### src/rtl/uart_pkg.sv
// Shared types and helpers for the UART transmitter: FSM state encoding,
// parity mode codes and the bit-period divider calculation.
package uart_pkg;

  typedef enum logic [2:0] {
    TX_IDLE  = 3'd0,
    TX_START = 3'd1,
    TX_DATA  = 3'd2,
    TX_PAR   = 3'd3,
    TX_STOP  = 3'd4
  } tx_state_t;

  localparam int PARITY_NONE = 0;
  localparam int PARITY_ODD  = 1;
  localparam int PARITY_EVEN = 2;

  // Clocks per line bit, truncated.
  function automatic int calc_div(input int clk_freq, input int baud);
    return clk_freq / baud;
  endfunction

endpackage

### src/rtl/tx_sync_fifo.sv
// Single-clock FIFO with show-ahead read port; pushes on a full FIFO and pops
// on an empty FIFO are ignored.
module tx_sync_fifo #(
  parameter int WIDTH = 8,
  parameter int DEPTH = 16
) (
  input  logic                     CLK,
  input  logic                     RST_N,
  input  logic                     push,
  input  logic                     pop,
  input  logic [WIDTH-1:0]         din,
  output logic [WIDTH-1:0]         dout,
  output logic                     full,
  output logic                     empty,
  output logic [$clog2(DEPTH):0]   level
);
  localparam int AW = $clog2(DEPTH);

  logic [WIDTH-1:0] mem [DEPTH];
  logic [AW-1:0]    wr_ptr, rd_ptr;
  logic [AW:0]      cnt;
  logic             do_push, do_pop;

  assign do_push = push && !full;
  assign do_pop  = pop && !empty;

  // Pointers are exactly AW bits wide, so they wrap modulo DEPTH on their own.
  always_ff @(posedge CLK) begin
    if (!RST_N) begin
      wr_ptr <= '0;
      rd_ptr <= '0;
      cnt    <= '0;
    end else begin
      if (do_push) wr_ptr <= wr_ptr + 1'b1;
      if (do_pop)  rd_ptr <= rd_ptr + 1'b1;
      case ({do_push, do_pop})
        2'b10:   cnt <= cnt + 1'b1;
        2'b01:   cnt <= cnt - 1'b1;
        default: cnt <= cnt;
      endcase
    end
  end

  always_ff @(posedge CLK) begin
    if (do_push) mem[wr_ptr] <= din;
  end

  assign dout  = mem[rd_ptr];
  assign full  = (cnt == (AW+1)'(DEPTH));
  assign empty = (cnt == '0);
  assign level = cnt;

endmodule

### src/rtl/uart_tx_fifo.sv
// Buffered UART transmitter: start bit, DATA_BITS LSB first, optional parity,
// STOP_BITS stop bits. Parity is compiled in only with UART_TX_PARITY_EN defined.
module uart_tx_fifo
  import uart_pkg::*;
#(
  parameter int CLK_FREQ   = 50000000,
  parameter int BAUD       = 115200,
  parameter int DATA_BITS  = 8,
  parameter int STOP_BITS  = 1,
  parameter int PARITY     = 0,
  parameter int FIFO_DEPTH = 16
) (
  input  logic                          CLK,
  input  logic                          RST_N,
  input  logic [DATA_BITS-1:0]          WR_DATA,
  input  logic                          WR_VALID,
  output logic                          WR_READY,
  output logic                          LINE_OUT,
  output logic                          BUSY,
  output logic [$clog2(FIFO_DEPTH):0]   LEVEL
);
  localparam int DIV = calc_div(CLK_FREQ, BAUD);
  localparam int CW  = $clog2(STOP_BITS * DIV);
  localparam int BW  = $clog2(DATA_BITS);

  localparam logic [CW-1:0] BIT_END  = CW'(DIV - 1);
  localparam logic [CW-1:0] STOP_END = CW'(STOP_BITS * DIV - 1);
  localparam logic [BW-1:0] LAST_BIT = BW'(DATA_BITS - 1);

  localparam logic [2:0] ST_IDLE  = TX_IDLE;
  localparam logic [2:0] ST_START = TX_START;
  localparam logic [2:0] ST_DATA  = TX_DATA;
  localparam logic [2:0] ST_STOP  = TX_STOP;
`ifdef UART_TX_PARITY_EN
  localparam logic [2:0] ST_PAR   = TX_PAR;
`endif

  logic [2:0]           state;
  logic [CW-1:0]        cnt;
  logic [BW-1:0]        bit_idx;
  logic [DATA_BITS-1:0] shreg;
  logic                 line_out;
  logic                 cnt_end, pop;
  logic [DATA_BITS-1:0] fifo_dout;
  logic                 fifo_full, fifo_empty;

  tx_sync_fifo #(.WIDTH(DATA_BITS), .DEPTH(FIFO_DEPTH)) u_fifo (
    .CLK(CLK), .RST_N(RST_N), .push(WR_VALID), .pop(pop), .din(WR_DATA),
    .dout(fifo_dout), .full(fifo_full), .empty(fifo_empty), .level(LEVEL)
  );

  assign cnt_end = (state == ST_STOP) ? (cnt == STOP_END) : (cnt == BIT_END);
  // Take the next entry when idle or as the last stop cycle ends (no gap).
  assign pop     = !fifo_empty && ((state == ST_IDLE) || ((state == ST_STOP) && cnt_end));

`ifdef UART_TX_PARITY_EN
  logic par_bit;
  always_ff @(posedge CLK) begin
    if (!RST_N)   par_bit <= 1'b0;
    else if (pop) par_bit <= (^fifo_dout) ^ (PARITY == PARITY_ODD);
  end
`else
  // Parity is not built in this configuration; PARITY has no effect.
  if (PARITY > PARITY_EVEN) begin : g_parity_ignored
  end
`endif

  always_ff @(posedge CLK) begin
    if (!RST_N) begin
      state    <= ST_IDLE;
      line_out <= 1'b1;
      cnt      <= '0;
      bit_idx  <= '0;
      shreg    <= '0;
    end else begin
      cnt <= cnt + 1'b1;
      case (state)
        ST_IDLE: begin
          cnt <= '0;
          if (pop) begin
            state    <= ST_START;
            line_out <= 1'b0;
            shreg    <= fifo_dout;
          end
        end
        ST_START: if (cnt_end) begin
          cnt      <= '0;
          state    <= ST_DATA;
          line_out <= shreg[0];
          shreg    <= shreg >> 1;
          bit_idx  <= '0;
        end
        ST_DATA: if (cnt_end) begin
          cnt <= '0;
          if (bit_idx == LAST_BIT) begin
`ifdef UART_TX_PARITY_EN
            if (PARITY != PARITY_NONE) begin
              state    <= ST_PAR;
              line_out <= par_bit;
            end else begin
              state    <= ST_STOP;
              line_out <= 1'b1;
            end
`else
            state    <= ST_STOP;
            line_out <= 1'b1;
`endif
          end else begin
            line_out <= shreg[0];
            shreg    <= shreg >> 1;
            bit_idx  <= bit_idx + 1'b1;
          end
        end
`ifdef UART_TX_PARITY_EN
        ST_PAR: if (cnt_end) begin
          cnt      <= '0;
          state    <= ST_STOP;
          line_out <= 1'b1;
        end
`endif
        ST_STOP: if (cnt_end) begin
          cnt <= '0;
          if (pop) begin
            state    <= ST_START;
            line_out <= 1'b0;
            shreg    <= fifo_dout;
          end else begin
            state    <= ST_IDLE;
            line_out <= 1'b1;
          end
        end
        default: begin
          state    <= ST_IDLE;
          line_out <= 1'b1;
        end
      endcase
    end
  end

  assign LINE_OUT = line_out;
  assign BUSY     = (state != ST_IDLE);
  assign WR_READY = !fifo_full;

endmodule

### config.mk
export PLATFORM = sky130hd
export DESIGN_NAME = uart_tx_fifo
export DESIGN_NICKNAME = d
export VERILOG_FILES = /design/src/rtl/uart_pkg.sv /design/src/rtl/tx_sync_fifo.sv /design/src/rtl/uart_tx_fifo.sv
export SDC_FILE = /design/constraint.sdc
export NUM_CORES = 1
export LEC_CHECK = 0
export ABC_AREA = 1
export CAP_MARGIN = 20
export CORE_MARGIN = 2
export CORE_UTILIZATION = 50
export DETAILED_ROUTE_END_ITERATION = 16
export GPL_TIMING_DRIVEN = 0
export PLACE_DENSITY = 0.69
export SLEW_MARGIN = 10
export SYNTH_ARGS = -nofsm -noshare
export SYNTH_HDL_FRONTEND = slang
export SYNTH_HIERARCHICAL = 1
export SYNTH_SLANG_ARGS = --single-unit
### constraint.sdc
create_clock -name CLK -period 2.1 [get_ports CLK]
set_input_delay 0.42 -clock CLK [delete_from_list [all_inputs] [get_ports CLK]]
set_output_delay 0.42 -clock CLK [all_outputs]
set_load 0.005 [all_outputs]
# ---- Yosys cells after proc, flatten, opt, wreduce, memory -nomap -nowiden
# Memory sizes are Yosys's and may differ from the RTL's. A register that Yosys moved wholly into a read port is not among the register bits.
# Index checks and enable logic that the tools add are counted.
dict set report op_classes {
  add_sub_neg 6
  n_eq_ne 14
  muxes 31
  reduce_logical 18
}
# op n
set ops {}
lappend ops {{$mux W8} 5}
lappend ops {{$pmux W8 S4} 1}
lappend ops {{$mux W3} 8}
lappend ops {{$pmux W9 S2} 1}
lappend ops {{$pmux W3 S4} 1}
lappend ops {{$ne A2 B2 Y1 const B} 5}
lappend ops {{$pmux W5 S2} 1}
lappend ops {{$reduce_and A5 Y1} 2}
lappend ops {{$add A9 B1 Y9 const B} 1}
lappend ops {{$eq A9 B9 Y1 const B} 1}
lappend ops {{$mux W1} 9}
lappend ops {{$mux W9} 1}
lappend ops {{$add A4 B1 Y4 const B} 2}
lappend ops {{$mux W4} 2}
lappend ops {{$reduce_and A4 Y1} 2}
lappend ops {{$eq A3 B3 Y1 const B} 2}
lappend ops {{$pmux W3 S2} 1}
lappend ops {{$add A5 B1 Y5 const B} 1}
lappend ops {{$eq A5 B5 Y1 const B} 1}
lappend ops {{$logic_not A5 Y1} 1}
lappend ops {{$sub A5 B1 Y5 const B} 1}
lappend ops {{$logic_and A1 B1 Y1} 4}
lappend ops {{$pmux W1 S4} 1}
lappend ops {{$reduce_bool A2 Y1} 2}
lappend ops {{12 further kinds} 13}
dict set report word_totals {
  ff_bits 37
  mem_bits_rw 128
  input_bits 11
  output_inout_bits 8
  wordCells 78
  mem_count 1
}
# memory words word_bits read_ports rd_clocked_by_memory_dff wr line_no
set mem_list {}
lappend mem_list {u_fifo.mem 16 8 1 1 1 tx_sync_fifo.sv:19} ;# logic [WIDTH-1:0] mem [DEPTH];

# ---- Depth between registers and ports, before layout
# Gate-level depths: netlist of the first run.
dict set report depth {
  ltp_word 7
  mapped_depth 21
  ltp_nobuf 21
}

# ---- Cells and area by module
# The synthesis of the first run kept the hierarchy.
# mod n_inst cells_each area_per_inst_um2 seq_area_each_um2
set by_module_without_submodules {}
lappend by_module_without_submodules {tx_sync_fifo 1 476 6089.6 4184.0}
lappend by_module_without_submodules {uart_tx_fifo 1 192 1416.4 480.5}

# ---- Least setup slack after synthesis of the first run
# Ideal clock, no wire load.
dict set report synth_timing {
  kind {reg-to-reg}
  startpoint {register cnt[0]}
  endpoint {register u_fifo.cnt[4] (netlist: u_fifo/level[4])}
  setup_time_ns 0.109
  t_arrival_ns 2.172
  required_ns 1.991
  slack_ns -0.181
  path_stages_with_launch 20
  path_buffers 0
  period_less_slack_ns 2.281
  path_cell_list {dfxtp_1 -> ha_1 -> nand2_1 -> nor2_4 -> nand2_4 -> nand2_2 -> nand2_2 -> inv_1 -> nand2_4 -> inv_6 -> ha_1 -> xor2_1 -> ha_1 -> inv_1 -> nand2_2 -> nand2_2 -> nand3_1 -> nand3_1 -> nand2_1 -> inv_1}
}
dict set report synth_via {
  elab_chain_cells 7
  elab_cells_between_ends 9
  cone_classes {3 x eq/ne; 1 x mux; 5 x reduce/logical}
}
# item line_no
set synth_rtl {}
lappend synth_rtl {{start, declared} uart_tx_fifo.sv:39} ;# logic [CW-1:0] cnt;
lappend synth_rtl {{start signal, assigned} uart_tx_fifo.sv:76} ;# cnt <= cnt + 1'b1;
lappend synth_rtl {{$eq A9 B9 Y1 (*)} uart_tx_fifo.sv:52} ;# assign cnt_end = (state == ST_STOP) ? (cnt == STOP_END) : (cnt == BIT_END);
lappend synth_rtl {{$logic_and A1 B1 Y1 (*)} uart_tx_fifo.sv:54} ;# assign pop = !fifo_empty && ((state == ST_IDLE) || ((state == ST_STOP) && cnt_end));
lappend synth_rtl {{$logic_or A1 B1 Y1 (*)} uart_tx_fifo.sv:54}
lappend synth_rtl {{$logic_and A1 B1 Y1 (*)} uart_tx_fifo.sv:54}
lappend synth_rtl {{via pop} uart_tx_fifo.sv:43} ;# logic cnt_end, pop;
lappend synth_rtl {{$logic_and A1 B1 Y1 (*)} tx_sync_fifo.sv:25} ;# assign do_pop = pop && !empty;
lappend synth_rtl {{via u_fifo.do_pop} tx_sync_fifo.sv:22} ;# logic do_push, do_pop;
lappend synth_rtl {{$eq A2 B1 Y1 or $eq A2 B2 Y1 (tied branches)} tx_sync_fifo.sv:36} ;# case ({do_push, do_pop})
lappend synth_rtl {{$pmux W5 S2 or $reduce_bool A2 Y1 (tied branches)} -}
lappend synth_rtl {{end signal, assigned} tx_sync_fifo.sv:37} ;# 2'b10: cnt <= cnt + 1'b1;
lappend synth_rtl {{end signal, assigned} tx_sync_fifo.sv:38} ;# 2'b01: cnt <= cnt - 1'b1;
lappend synth_rtl {{end signal, assigned} tx_sync_fifo.sv:39} ;# default: cnt <= cnt;
lappend synth_rtl {{end, declared} tx_sync_fifo.sv:21} ;# logic [AW:0] cnt;
# Mark *: on every way through the listed nets, which the timed path passes. The rest lies on a longest branch.
# A chain may end at the register's enable or synchronous reset.

# ---- Worst setup path after layout of the first run
dict set report layout_timing {
  startpoint {register cnt[1]}
  endpoint {register u_fifo.cnt[2] (netlist: u_fifo/level[2])}
}
# Same word-level chain as after synthesis.

==> results.py, run 1 <==
metrics = {
    "sta": {
        "grt_setup_unrepaired": "true",
        "final_min_period_over_clock_period_pct": 98.6,
        "slew_viol_final": 0,
        "max_clock_freq_ghz": 0.483,
        "setup_ws_ps": 30.4,
        "final-hold-violation-count": 0,
        "setup_viol": 0,
        "timing.slew.headroom_pct": 44.3,
        "worst_slew_pin_slew_ps": 833,
        "skew_ps": 11.4,
        "period_needed_ps": 2070,
    },
    "power_and_ir_drop": {
        "power_density_mw_per_mm2": 1310,
        "power.ir.vdd_worst_uv": 800,
        "leakage_uw": 0.00333,
        "total_power_uw": 11500,
    },
    "drt": {
        "routed.top_layer": "met4",
        "num_vias": 5116,
        "first_pass_iters": 7,
        "avgRoutedWirePerCell_um": 17.8,
        "detailedRoute.firstIterationViolations": 521,
        "routed_wirelength_um": 16300,
        "routed-wl-met3_um": 953,
        "vias_per_cell": 5.58,
        "route.antenna.remaining_nets": 0,
        "drt_met1_wl_um": 6980,
        "met2_wirelength_um": 7990,
        "drc": 0,
    },
    "worst_setup_path": {
        "worst-endpoint-required_ps": 2410,
        "rr_startpoint": "cnt[1]",
        "path_class": "reg -> reg",
        "crit_path_start_kind": "register",
        "r2r_setup_slk_ps": 30,
        "reg2regPathDepth": 18,
        "critical_path.endpoint_type": "register",
        "reg2reg_to": "u_fifo/level[2]",
        "critPathArrivalTime_ps": 2380,
        "timing.critical_path.from": "cnt[1]",
        "timing.critical_path.to": "u_fifo/level[2]",
        "crit_fanout": 4,
    },
    "global_route": {
        "grt-ovfl-total": 0,
        "grt_max_degree": 17,
        "antenna_found_initial": 0,
        "number_of_global_route_vias_before_repair": 4838,
        "grt_first_pass_wirelength_um": 25500,
        "grt_usage_pct": 21.1,
    },
    "place": {
        "port_buffers": 18,
        "place.gp.congestion": 0.939,
        "dp_hpwl_um": 11000,
        "dp_cells": 870,
        "dp_slack_ps": -380,
    },
    "floorplanning": {
        "dieArea_mm2": 0.0160,
        "die_height_um": 127,
        "num_rows": 44,
        "floorplan.initialDensity_pct": 51.4,
        "fp.dieW_um": 127,
        "design.portCount": 19,
        "design.core.area_mm2": 0.0146,
    },
    "final_layout": {
        "final_cell_count_without_fillers": 917,
        "drive_gt1_share_pct": 20.6,
        "filler_cell_count": 1116,
        "commonest_non_fill_non_tap_cell_in_the_layout": "sky130_fd_sc_hd__edfxtp_1",
        "leading_cell_types_in_the_layout_fill_and_taps_excluded": "sky130_fd_sc_hd__edfxtp_1, sky130_fd_sc_hd__inv_1, sky130_fd_sc_hd__nand2_1",
        "nets": 744,
        "antenna-diode-count": 0,
        "area_delta_synth_final_pct": 17.1,
    },
    "clock_tree": {
        "cts.sink_count": 169,
        "cts-root-buf": "sky130_fd_sc_hd__clkbuf_16",
        "cts-buffers-inserted": 17,
        "clk_path_buf_depth": 2,
        "clock_pin_slew_worst_setup_and_hold_paths_ps": 60,
        "clk-insertion-delay-late_ps": 420,
        "clock_tree_from_tritoncts": "done",
        "cts_hold_buf": 0,
        "htreeDepth": 4,
    },
    "yosys": {
        "synth.yosys.warnings": 6,
        "ys_types": 39,
        "fraction_of_the_yosys_area_taken_by_sequential_cells_pct": 62.1,
        "postSynthCellCount": 668,
        "post_synth_instance_area_mm2": 0.00751,
        "synth-seq-cells": 169,
        "average_size_of_a_mapped_cell_um2": 11.2,
        "synth.net_count": 691,
    },
    "hold_path": {
        "worstHoldPathType": "reg -> reg",
    },
    "run_status": {
        "run_status": "completed",
    },
    "job": {
        "maxCapViolations": 0,
    },
}
layout make-up:
| cell class | instances | area [µm²] | share of cell area [%] |
|---|---|---|---|
| Buffer | 26 | 181 | 2.06 |
| Clock inverter | 12 | 161 | 1.84 |
| Clock buffer | 19 | 433 | 4.93 |
| Tap cell | 184 | 230 | 2.62 |
| Inverter | 87 | 337 | 3.83 |
| Multi-Input combinational cell | 386 | 2460 | 28.0 |
| Sequential cell | 169 | 4680 | 53.3 |
| Timing Repair Buffer | 34 | 300 | 3.42 |
layer usage:
layer	GRT usage [%]	vias up
met4	8.08	0
met1	28.6	2509
li1	-	2421
met2	33.7	161
met5	0	-
met3	4.60	25
power by group:
group | switching [µW] | leakage (µW) | internal (µW)
Sequential | 161 | 0.00150 | 3850
Clock | 1270 | 0.000289 | 1890
Combinational | 2600 | 0.00155 | 1770
sequential cells by signal, indices dropped and copies added, names as in the netlist, named ones only:
name	cells
cnt	9
u_fifo/mem	128
shreg	8
bit_idx	3
LINE_OUT	1
u_fifo/wr_ptr	4
u_fifo/rd_ptr	4
state	3
u_fifo/level	5
kinds of logic after synthesis:
group	synth area share (%)
AND/OR/NAND/NOR	12.7
flip-flops	62.1
AO/OA/AOI/OAI	11.0
buffers and inverters	6.75
multiplexers	4.27
adder cells (fa/ha/maj)	2.00
XOR/XNOR	1.15
Yosys cell counts (all sizes together):
master | number | area [µm²]
a211oi | 1 | 7.51
a21oi | 56 | 310
a31o | 1 | 8.76
a31oi | 1 | 6.26
buf | 15 | 131
clkbuf | 11 | 41.3
dfxtp | 41 | 821
edfxtp | 128 | 3840
ha | 12 | 150
inv | 87 | 334
mux2i | 32 | 320
nand2 | 90 | 405
nand3 | 33 | 195
nand4 | 8 | 56.3
nor2 | 55 | 265
nor3 | 5 | 25.0
nor3b | 1 | 7.51
o211ai | 32 | 240
o21ai | 50 | 250
xnor2 | 2 | 17.5
xor2 | 7 | 68.8
worst min-delay path by stage:
stage,to,slack (ps),cells after the start,from
2_1_floorplan,cnt[0],410,1,cnt[0]
3_3_place_gp,cnt[0],420,1,cnt[0]
3_5_place_dp,cnt[0],430,1,cnt[0]
4_1_cts,LINE_OUT,490,2,LINE_OUT
5_1_grt,shreg[0],530,2,shreg[0]
6_report,LINE_OUT,500,2,LINE_OUT
through the flow:
| stage | hold slack, ps | cell area, µm² | TNS (ps) | util [%] |
|---|---|---|---|---|
| 4_1_cts | 494 | 8660 | 0 | 59.3 |
| 3_5_place_dp | 426 | 7940 | -35730 | 54.4 |
| 3_3_place_gp | 420 | 7940 | -27290 | 54.4 |
| 2_1_floorplan | 411 | 7530 | 0 | - |
| 5_1_grt | 529 | 8790 | -300 | 60.2 |
| 6_report | 501 | 8790 | 0 | 60.2 |
repair_timing:
item	CTS	global route
setup buffers	10	6
pin swaps	5	13
gates resized for setup	13	43
setup endpoints to repair	20	69
critical path: stages (launching register included):
cell and delay [ps]:
sky130_fd_sc_hd__dfxtp_2 330, sky130_fd_sc_hd__inv_2 40, sky130_fd_sc_hd__ha_4 150, sky130_fd_sc_hd__nand2_4 60, sky130_fd_sc_hd__nor2_4 40, sky130_fd_sc_hd__nand2_4 60
sky130_fd_sc_hd__nand2_4 50, sky130_fd_sc_hd__nand2_4 80, sky130_fd_sc_hd__inv_4 40, sky130_fd_sc_hd__nand2_4 60, sky130_fd_sc_hd__clkinv_4 60, sky130_fd_sc_hd__ha_4 190
sky130_fd_sc_hd__xor2_2 150, sky130_fd_sc_hd__ha_2 190, sky130_fd_sc_hd__inv_2 50, sky130_fd_sc_hd__nand2_2 60, sky130_fd_sc_hd__xor2_1 150, sky130_fd_sc_hd__o21ai_1 140
sky130_fd_sc_hd__inv_1 60
Power figures use the tool's default switching activity.
==> run 2: changes to the inputs <==
--- a/config.mk
+++ b/config.mk
@@ -15,5 +15,4 @@
 export SLEW_MARGIN = 10
 export SYNTH_ARGS = -nofsm -noshare
 export SYNTH_HDL_FRONTEND = slang
-export SYNTH_HIERARCHICAL = 1
 export SYNTH_SLANG_ARGS = --single-unit
==> results.py, run 2 <==
metrics = {
    "yosys": {
        "synthTopCellsByArea": "sky130_fd_sc_hd__edfxtp_1, sky130_fd_sc_hd__dfxtp_1, sky130_fd_sc_hd__nor2_1, sky130_fd_sc_hd__o21ai_0, sky130_fd_sc_hd__mux2i_1",
        "post_synthesis_adder_cell_area_fraction_pct": 1.94,
        "average_size_of_a_mapped_cell_um2": 11.6,
        "post_synth_instance_area_mm2": 0.00711,
        "fraction_of_the_yosys_area_taken_by_sequential_cells_pct": 65.6,
        "synth_edf_count": 128,
        "share_of_the_synthesized_netlist_area_taken_by_xor_and_xnor_gates_pct": 0.986,
        "postSynthCellCount": 612,
        "synth.largest_area_cell": "sky130_fd_sc_hd__edfxtp_1",
        "synth_commonest_cells": "sky130_fd_sc_hd__edfxtp_1, sky130_fd_sc_hd__nor2_1, sky130_fd_sc_hd__o21ai_0, sky130_fd_sc_hd__nand2_1, sky130_fd_sc_hd__dfxtp_1",
        "fraction_of_the_mapped_netlist_area_in_compound_gates_pct": 11.0,
        "postSynth.asyncResetShare_pct": 0,
        "muxShareOfSynthArea_pct": 3.38,
        "synth-seq-cells": 169,
        "post-synth-top-count-cell": "sky130_fd_sc_hd__edfxtp_1",
        "yosys.area_share.simple_pct": 13.1,
        "ys.flop_type": "sky130_fd_sc_hd__edfxtp_1",
        "combinational_family_with_the_most_area_after_synthesis": "simple AND/OR/NAND/NOR gates",
        "synth.yosys.warnings": 0,
        "synth.net_count": 634,
        "ys_types": 39,
        "yosysTopAreaCellShare_pct": 54.1,
    },
    "final_layout": {
        "nets": 676,
        "layout.area.seq_mm2": 0.00467,
        "area_delta_synth_final_pct": 17.5,
        "filler_cell_count": 1072,
        "commonest_non_fill_non_tap_cell_in_the_layout": "sky130_fd_sc_hd__edfxtp_1",
        "multi_input_comb_area_mm2": 0.00227,
        "drive_gt1_share_pct": 15.9,
        "largest-register": "u_fifo.mem",
        "design_area_mm2": 0.00835,
        "largest_register_ff_count": 128,
        "final_cell_count_without_fillers": 847,
        "leading_cell_types_in_the_layout_fill_and_taps_excluded": "sky130_fd_sc_hd__edfxtp_1, sky130_fd_sc_hd__nor2_1, sky130_fd_sc_hd__o21ai_0",
        "reg_top3": "u_fifo.mem x128, cnt x9, shreg x8",
        "antenna-diode-count": 0,
    },
    "place": {
        "port_buffers": 18,
        "place.gp.congestion": 0.880,
        "dp_cells": 810,
        "dpl-instance-area_mm2": 0.00751,
        "dp_slack_ps": -334,
        "dp_hpwl_um": 10600,
    },
    "sta": {
        "final_min_period_over_clock_period_pct": 95.9,
        "worst_slew_pin_slew_ps": 784,
        "summed_negative_setup_slack_over_all_endpoints_ps": 0,
        "skew_ps": 10.5,
        "period_needed_ps": 2010,
        "max_clock_freq_ghz": 0.497,
        "setup_viol": 0,
        "grt_setup_unrepaired": "true",
        "slew_viol_final": 0,
        "setup_ws_ps": 86.1,
        "timing.slew.headroom_pct": 47.6,
        "final-hold-violation-count": 0,
    },
    "drt": {
        "routed_wirelength_um": 16400,
        "drc": 0,
        "num_vias": 4880,
        "vias_per_cell": 5.76,
        "avgRoutedWirePerCell_um": 19.3,
        "first_pass_iters": 5,
        "detailedRoute.firstIterationViolations": 484,
        "route.antenna.remaining_nets": 0,
    },
    "power_and_ir_drop": {
        "total_switching_power_uw": 3510,
        "leakage_uw": 0.00291,
        "total_power_uw": 10800,
        "power.ir.vdd_worst_uv": 749,
        "internal_power_uw": 7300,
        "power_density_mw_per_mm2": 1290,
        "combinationalPowerShare_pct": 30.2,
        "sequentialPowerShare_pct": 37.3,
        "switching_share_pct": 32.5,
        "clkPwrFrac_pct": 32.5,
    },
    "worst_setup_path": {
        "cp_cell_sequence": "nor2_4 -> inv_1 -> nor2_1 -> inv_1 -> clkdlybuf4s50_1",
        "worst-endpoint-required_ps": 1680,
        "critical_path.n_buffers_inverters": 3,
        "crit_fanout": 3,
        "path_class": "reg -> out",
        "timing.critical_path.max_delay_family": "buffers and inverters",
        "critical_path.endpoint_type": "output port",
        "longest_individual_stage_delay_on_the_worst_path_ps": 500,
        "critical_path.slowest_cell": "sky130_fd_sc_hd__clkdlybuf4s50_1",
        "critPathArrivalTime_ps": 1590,
        "cpMostUsedCell": "sky130_fd_sc_hd__inv_1",
        "crit_path_start_kind": "register",
    },
    "global_route": {
        "grt_max_degree": 17,
        "antenna_found_initial": 0,
        "grt_first_pass_wirelength_um": 25500,
        "grt-ovfl-total": 0,
        "grt_usage_pct": 23.4,
        "number_of_global_route_vias_before_repair": 4880,
    },
    "clock_tree": {
        "clk-insertion-delay-late_ps": 430,
        "clk_path_buf_depth": 2,
        "cts-root-buf": "sky130_fd_sc_hd__clkbuf_16",
        "cts-buffers-inserted": 17,
        "clock_tree_from_tritoncts": "done",
        "cts.sink_count": 169,
        "htreeDepth": 4,
        "clock_pin_slew_worst_setup_and_hold_paths_ps": 60,
        "cts_hold_buf": 0,
    },
    "floorplanning": {
        "design.core.area_mm2": 0.0139,
        "design.portCount": 19,
        "die_height_um": 123,
        "dieArea_mm2": 0.0152,
        "floorplan.initialDensity_pct": 51.2,
        "num_rows": 43,
        "fp.dieW_um": 123,
    },
    "job": {
        "maxCapViolations": 0,
    },
    "run_status": {
        "run_status": "completed",
    },
    "hold_path": {
        "worstHoldPathType": "reg -> reg",
    },
}
## run 2: cell count changes after synthesis, sizes merged, moves of 5 or more
| cell | before | now |
|---|---|---|
| a21oi | 56 | 25 |
| buf | 15 | 10 |
| clkbuf | 11 | 16 |
| inv | 87 | 41 |
| mux2i | 32 | 24 |
| nand2 | 90 | 58 |
| nor2 | 55 | 106 |
| o211ai | 32 | 17 |
| o21ai | 50 | 55 |
| o221ai | 0 | 16 |
| o22ai | 0 | 8 |
## run 2: power groups by stage
| stage | combinational, µW | clock [µW] | sequential [µW] |
|---|---|---|---|
| floorplan | 2120 | 0 | 4040 |
| global placement | 2940 | 0 | 4060 |
| detailed placement | 3010 | 0 | 4070 |
| CTS | 3070 | 3540 | 4010 |
| global route | 3600 | 3700 | 4070 |
| finish | 3260 | 3510 | 4040 |
## run 2: what timing repair did
item,CTS,global route
setup endpoints to repair,4,138
gates resized for setup,7,42
pin swaps,2,7
buffers inserted,1,4
## run 2: path summary, 6_finish.rpt
path	endpoint	slack, ps	from	depth (start not counted)
hold reg to reg	cnt[0]	460	cnt[0]	1
setup / recovery	BUSY	90	state[0]	5
hold / removal	cnt[0]	460	cnt[0]	1
setup reg to reg	shreg[0]	100	register	8
## run 2: kinds of logic after synthesis
group                      after synthesis
DFF                                    169
AOI/OAI and AO/OA                      127
buffers and inverters                   69
adders and majority gates               11
muxes                                   24
and+or+nand+nor                        204
xor gates and xnor gates                 8
## run 2: final cells by class
cell class | instances | share of cell area, %
Sequential cell | 169 | 56.0
Multi-Input combinational cell | 374 | 27.2
Clock buffer | 21 | 5.39
Tap cell | 180 | 2.70
Clock inverter | 11 | 2.61
Timing Repair Buffer | 23 | 2.61
Inverter | 43 | 1.96
Buffer | 26 | 1.59
## run 2: metrics by stage
| step | util [%] | hold WS [ps] |
|---|---|---|
| after floorplan | - | 433 |
| after global placement | 54.1 | 446 |
| after detailed placement | 54.1 | 456 |
| after CTS | 59.1 | 444 |
| after global routing | 60.2 | 472 |
| final | 60.2 | 456 |
## run 2: metal layers
| metal | up-vias | share of wire [%] | track usage (%) |
|---|---|---|---|
| met5 | - | 0 | 0 |
| met4 | 0 | 4.0 | 12.8 |
| met3 | 47 | 7.8 | 6.69 |
| met2 | 208 | 48 | 38.2 |
| met1 | 2347 | 40 | 28.1 |
| li1 | 2278 | - | - |
## run 2: worst register-to-register path, delay by kind of cell (launching register included)
family / cells / cell delay, ps
flops: 1 / 330
compound gates: 3 / 590
simple gates: 3 / 430
buf+inv: 2 / 580
